===== src/rtl/sign_extend_pkg.sv =====
// Shared constants and types for the sign_extend block.
//   tipo_e  : field-width select code carried on the 2-bit 'tipo' input
//   W17..W28: immediate field widths selectable by tipo
//   DATA_W  : datapath width of the extended result
//   IN_W    : width of the raw right-justified field from the decoder
package sign_extend_pkg;

  localparam int unsigned DATA_W = 32;
  localparam int unsigned IN_W   = 28;

  localparam int unsigned W17 = 17;
  localparam int unsigned W20 = 20;
  localparam int unsigned W24 = 24;
  localparam int unsigned W28 = 28;

  typedef enum logic [1:0] {
    TIPO_17 = 2'b00,
    TIPO_20 = 2'b01,
    TIPO_24 = 2'b10,
    TIPO_28 = 2'b11
  } tipo_e;

endpackage


===== src/rtl/sign_extend_core.sv =====
// Combinational width-selectable sign extender.
// Ports:
//   tipo      in  2       field-width select (tipo_e)
//   entrada   in  IN_W    raw right-justified field; bits above the width are ignored
//   sin_signo in  1       zero-extend instead of sign-extend (only with SIGN_EXTEND_ZEXT_EN)
//   ext       out DATA_W  extended result
// Macro SIGN_EXTEND_ZEXT_EN adds the sin_signo input.
module sign_extend_core
  import sign_extend_pkg::*;
(
  input  logic [1:0]        tipo,
  input  logic [IN_W-1:0]   entrada,
`ifdef SIGN_EXTEND_ZEXT_EN
  input  logic              sin_signo,
`endif
  output logic [DATA_W-1:0] ext
);

  logic zext;

`ifdef SIGN_EXTEND_ZEXT_EN
  assign zext = sin_signo;
`else
  assign zext = 1'b0;
`endif

  // Each width slices only its own field so unused upper bits (even X/Z)
  // never reach the result.
  always_comb begin
    ext = '0;
    unique case (tipo_e'(tipo))
      TIPO_17: ext = {{(DATA_W - W17){entrada[W17-1] & ~zext}}, entrada[W17-1:0]};
      TIPO_20: ext = {{(DATA_W - W20){entrada[W20-1] & ~zext}}, entrada[W20-1:0]};
      TIPO_24: ext = {{(DATA_W - W24){entrada[W24-1] & ~zext}}, entrada[W24-1:0]};
      TIPO_28: ext = {{(DATA_W - W28){entrada[W28-1] & ~zext}}, entrada[W28-1:0]};
      default: ext = '0;
    endcase
  end

endmodule


===== src/rtl/sign_extend.sv =====
// Registered sign-extension unit: extends a 17/20/24/28-bit immediate to 32 bits,
// result available one clock after an enabled edge.
// Ports:
//   clk       in  1   rising-edge clock
//   rst_n     in  1   asynchronous active-low reset
//   en        in  1   capture enable
//   sin_signo in  1   zero-extend select (only with SIGN_EXTEND_ZEXT_EN)
//   tipo      in  2   field-width select: 00=17b 01=20b 10=24b 11=28b
//   entrada   in  28  raw right-justified field
//   salida    out 32  registered extended result, held while en=0
//   valido    out 1   high for one cycle after each capture
// Macro SIGN_EXTEND_ZEXT_EN adds the sin_signo input.
module sign_extend
  import sign_extend_pkg::*;
(
  input  logic              clk,
  input  logic              rst_n,
  input  logic              en,
`ifdef SIGN_EXTEND_ZEXT_EN
  input  logic              sin_signo,
`endif
  input  logic [1:0]        tipo,
  input  logic [IN_W-1:0]   entrada,
  output logic [DATA_W-1:0] salida,
  output logic              valido
);

  logic [DATA_W-1:0] ext;
  logic [DATA_W-1:0] salida_d, salida_q;
  logic              valido_d, valido_q;

  sign_extend_core u_core (
    .tipo      (tipo),
    .entrada   (entrada),
`ifdef SIGN_EXTEND_ZEXT_EN
    .sin_signo (sin_signo),
`endif
    .ext       (ext)
  );

  always_comb begin
    salida_d = salida_q;
    valido_d = en;
    if (en) begin
      salida_d = ext;
    end
  end

  always_ff @(posedge clk or negedge rst_n) begin
    if (!rst_n) begin
      salida_q <= '0;
      valido_q <= 1'b0;
    end else begin
      salida_q <= salida_d;
      valido_q <= valido_d;
    end
  end

  assign salida = salida_q;
  assign valido = valido_q;

endmodule


===== config.mk =====
export PLATFORM = sky130hd
export DESIGN_NAME = sign_extend
export DESIGN_NICKNAME = d
export VERILOG_FILES = /design/src/rtl/sign_extend_pkg.sv /design/src/rtl/sign_extend_core.sv /design/src/rtl/sign_extend.sv
export SDC_FILE = /design/constraint.sdc
export NUM_CORES = 1
export LEC_CHECK = 0
export BUFFER_PORTS_ARGS = -buffer_cell sky130_fd_sc_hd__buf_2
export CAP_MARGIN = 20
export CORE_MARGIN = 2
export CORE_UTILIZATION = 32
export CTS_CLUSTER_DIAMETER = 50
export DETAILED_ROUTE_END_ITERATION = 10
export SLEW_MARGIN = 20
export SYNTH_ARGS = -nofsm -noshare
export SYNTH_HDL_FRONTEND = slang
export SYNTH_SLANG_ARGS = --single-unit

===== constraint.sdc =====
create_clock -name clk -period 0.85 [get_ports clk]
set_input_delay 0.0425 -clock clk [delete_from_list [all_inputs] [get_ports clk]]
set_output_delay 0.0425 -clock clk [all_outputs]
set_load 0.02 [all_outputs]

# --- Word-level counts from Yosys, hierarchy flattened ---
# Index checks and enable logic that the tools add are counted.
totals:
  in_bits: 33
  elab_cells: 7
  reg_bits: 33
classes:
  reduce_logical: 1
  n_eq_ne: 3
  mux: 1
ops:
  columns: ["cell", "count"]
  rows:
  - ["$pmux 32 s4", 1]
  - ["$eq 2x2->1 const B", 2]
  - ["$eq 2x1->1 const B", 1]
  - ["$logic_not 2->1", 1]

# --- Logic depth before layout (Yosys ltp) ---
logic_depth:
  ltp_word: 2
  depth_mapped: 4

# --- By module ---
# Synthesis repeated with hierarchy kept, for this count alone.
unflattened:
  hier_cells: 116
  hier_area_um2: 1741.7
modules_own_cells:
  columns: ["module", "n_inst", "area_each_um2", "cells_each"]
  rows:
  - ["sign_extend", 1, 1370.1, 69]
  - ["sign_extend_core", 1, 371.6, 47]

# --- Worst setup path before layout ---
# No wires, ideal clock.
synth_path:
  kind: "register to register"
  startpoint: "register salida[30] (netlist name)"
  endpoint: "register salida_q[30], in the netlist salida[30]"
  path_slack_ps: 16
  arrival_ps: 747
  required_time_ps: 763
  setup_time_ps: 87
  period_less_slack_ps: 834
  path_stages_with_launch: 3
  path_cell_list: "dfrtp_1 > nor2_1 > a211oi_2"
synth_lines:
  columns: ["element", "line_no", "rtl"]
  rows:
  - ["to (signal assigned)", "sign_extend.sv:54", "salida_q <= salida_d;"]
  - ["to (decl)", "sign_extend.sv:29", "logic [DATA_W-1:0] salida_d, salida_q;"]

==> flow_metrics.env <==
export IMPL_slowest_stage="dfrtp_2"
export IMPL_die_area_um2=4343
export IMPL_min_delay_path_depth=3
export IMPL_setup_tns_ns=-0.4541
export IMPL_path_buf_inv=1
export IMPL_detail_route_wirelength_mm=3.097
export IMPL_cp_slowest_stage_delay_ns=0.46
export IMPL_antenna_found_initial=0
export IMPL_io_pins=66
export IMPL_holdWs_ns=0.02256
export IMPL_r2r_end="salida[30]"
export IMPL_leakage_nw=1.047
export IMPL_clkLatencyLatePin_ns=0.28
export IMPL_crit_fanout=6
export IMPL_ys_ff_latch=29
export IMPL_worst_pin_slew_ns=0.3619
export IMPL_violations="negative setup slack"
export IMPL_pwr_share_clk_pct=30.8
export IMPL_crit_type="flip-flop to primary output"
export IMPL_grt_pass1_vias=1175
export IMPL_drc=0
export IMPL_hp_class="primary input to flip-flop"
export IMPL_grt_max_degree=16
export IMPL_drv_slew=0
export IMPL_power_frac_comb_pct=28.0
export IMPL_core_area_um2=3661
export IMPL_rsz0062_at_grt="true"
export IMPL_synth_cell_types=17
export IMPL_seq_area_frac_synth_pct=59.18
export IMPL_syn_num_nets=129
export IMPL_syn2layout_area_growth_pct=78.67
export IMPL_cp_data_required_time_ns=0.81
export IMPL_postPlaceCellArea_um2=1647
export IMPL_ir_drop_v=0.0009685
export IMPL_power_switching_mw=1.100
export IMPL_gr_total_overflow=0
export IMPL_grt_pass1_wl_mm=5.306
export IMPL_pwr_density_cell_nw_per_um2=1823
export IMPL_finalSetupViolations=13
export IMPL_start_util_pct=33.49
export IMPL_slew_headroom_pct=75.88
export IMPL_start_kind="flip-flop"
export IMPL_critPathTopFamily="flip-flops"
export IMPL_gp_congestion=0.7432
export IMPL_firstDrtPassIters=4
export IMPL_path_clk_slew_ns=0.06
export IMPL_fin_nets=228
export IMPL_cts_tree="done"
export IMPL_cts_max_path_buffers=2
export IMPL_drt_iter0_drc=20
export IMPL_htreeDepth=2
export IMPL_cts_buffers=5
export IMPL_netlist_instances=96
export IMPL_synth_common_cells="dfrtp_1 (29), mux2_2 (17), nor2_1 (16)"
export IMPL_fin_crit_sh_pct=109.8
export IMPL_pwr_share_seq_pct=41.2
export IMPL_synth_area_um2=1226
export IMPL_rows=22
export IMPL_synth_ff_type="dfrtp_1"
export IMPL_setup_ws_ns=-0.08294
export IMPL_root_buffer="clkbuf_8"
export IMPL_io_buffers=65
export IMPL_maxCapViolCount=0
export IMPL_yosysWarnings=0
export IMPL_fmax_mhz=1072
export IMPL_synthArstFlopShare_pct=100.0
export IMPL_synthMostInstantiatedCell="dfrtp_1"
export IMPL_p_int_mw=2.894
export IMPL_rrSetupSlack_ns=0
export IMPL_min_to="salida[22]"
export IMPL_place_hpwl_mm=2.074
export IMPL_crit_path_start="salida[30]"
export IMPL_routedWlPerCell_um=12.69
export IMPL_netlist_top_cells_area="dfrtp_1 (59%), mux2_2 (16%), nor2_1 (4.9%)"
export IMPL_drive_gt1_share_pct=59.69
export IMPL_synth_edf_count=0
export IMPL_period_minus_slack_ns=0.9329
export IMPL_final_hold_viol_count=0
export IMPL_cp_num_cells=1
export IMPL_status="finished with violations"
export IMPL_ant_nets=0
export IMPL_via_per_inst=4.393
export IMPL_dieHeight_um=65.90
export IMPL_skew_ns=0
export IMPL_antenna_cells=0
export IMPL_fp_dieW_um=65.90
export IMPL_r2r_start="salida[30]"
export IMPL_rr_worst_depth=3
export IMPL_design_area_um2=2191
export IMPL_syn_area_per_cell_um2=12.77
export IMPL_synth_top_area_share_pct=59.18
export IMPL_p_sw_share_pct=27.54
export IMPL_min_from="entrada[22]"
export IMPL_cts_sinks=29
export IMPL_grt_total_usage_pct=16.39
export IMPL_finalNonFillerCells=244
export IMPL_path_cells="buf_6"
export IMPL_vias=1072
export IMPL_placed_cells=211
export IMPL_crit_path_end_kind="primary output"
export IMPL_cp_data_arrival_time_ns=0.89
export IMPL_synth_top_area_cell="dfrtp_1"
## power groups by stage
stage | Sequential (mW) | Clock (mW) | Combinational (mW)
floorplan | 1.81 | 0 | 0.289
global placement | 1.62 | 0 | 0.783
detailed placement | 1.63 | 0 | 0.793
CTS | 1.63 | 1.28 | 1.08
global route | 1.66 | 1.37 | 1.20
finish | 1.64 | 1.23 | 1.12
## flip-flops by register name, summed over array words and instances, names as in the netlist
signal / cells
salida: 28
valido: 1
## stage by stage
stage                     worst slack (ns)  utilization, %  power (mW)
after floorplan                    0.01590               -       2.097
after global placement            -0.01357           44.98       2.400
after detailed placement          -0.03584           44.98       2.419
after CTS                         -0.06687           58.37       3.995
after global routing               -0.1137           59.84       4.229
final                             -0.08294           59.84       3.993
## logic make-up after synthesis
family	count (synthesis)	synth area share, %
flops	29	59.18
compound gates	12	8.265
buf+inv	10	5.203
simple gates	24	8.470
mux	21	18.88
## worst reg2reg max path: cells and delay by family (launching register included)
family	cells	cell delay, ns
flops	1	0.46
buf+inv	1	0.16
compound gates	1	0.04
simple gates	1	0.08
## layout by cell type (no fill, tap or decap), types with 2 or more instances in the layout
cell,Yosys,routed
a31oi_1,4,4
nor2_2,0,2
dfrtp_1,29,28
mux2i_1,4,4
clkbuf_8,0,7
nor2_1,16,14
dlygate4sd3_1,0,17
nand2_1,5,5
buf_6,1,33
buf_4,4,18
a21oi_1,3,3
mux2_2,17,17
a211oi_2,4,4
buf_2,3,32
## cell type report
type / count / area, µm²
multi-input combinational: 57 / 441.7
tap: 48 / 60.06
timing repair buffer: 101 / 857.1
clock buffer: 7 / 96.34
inverter: 1 / 3.754
fill: 296 / 1470
clock inverter: 1 / 5.005
sequential: 29 / 726.9
## metal layers
metal / global-route usage [%] / vias to the layer above / routed length (µm)
li1: - / 526 / -
met1: 16.58 / 504 / 1178
met2: 30.68 / 40 / 1678
met3: 6.474 / 2 / 229
met4: 4.688 / 0 / 11
met5: 0 / - / 0
## worst max-delay path by stage
stage	end	slack (ns)
after floorplan	salida[30]	0.02
after detailed placement	salida[19]	-0.04
after CTS	salida[30]	-0.07
after global routing	salida[29]	-0.11
final	salida[29]	-0.08
after global placement	salida[24]	-0.01
## repair_timing
action / 4_1_cts / 5_1_grt
setup endpoints to repair: 32 / 35
hold endpoints to repair: 44 / 1
resized for setup: 54 / 15
hold buffers: 16 / 1
pin swaps: 0 / 2
buffers inserted: 8 / 0
Note: power is estimated with default switching activity, not from simulation.
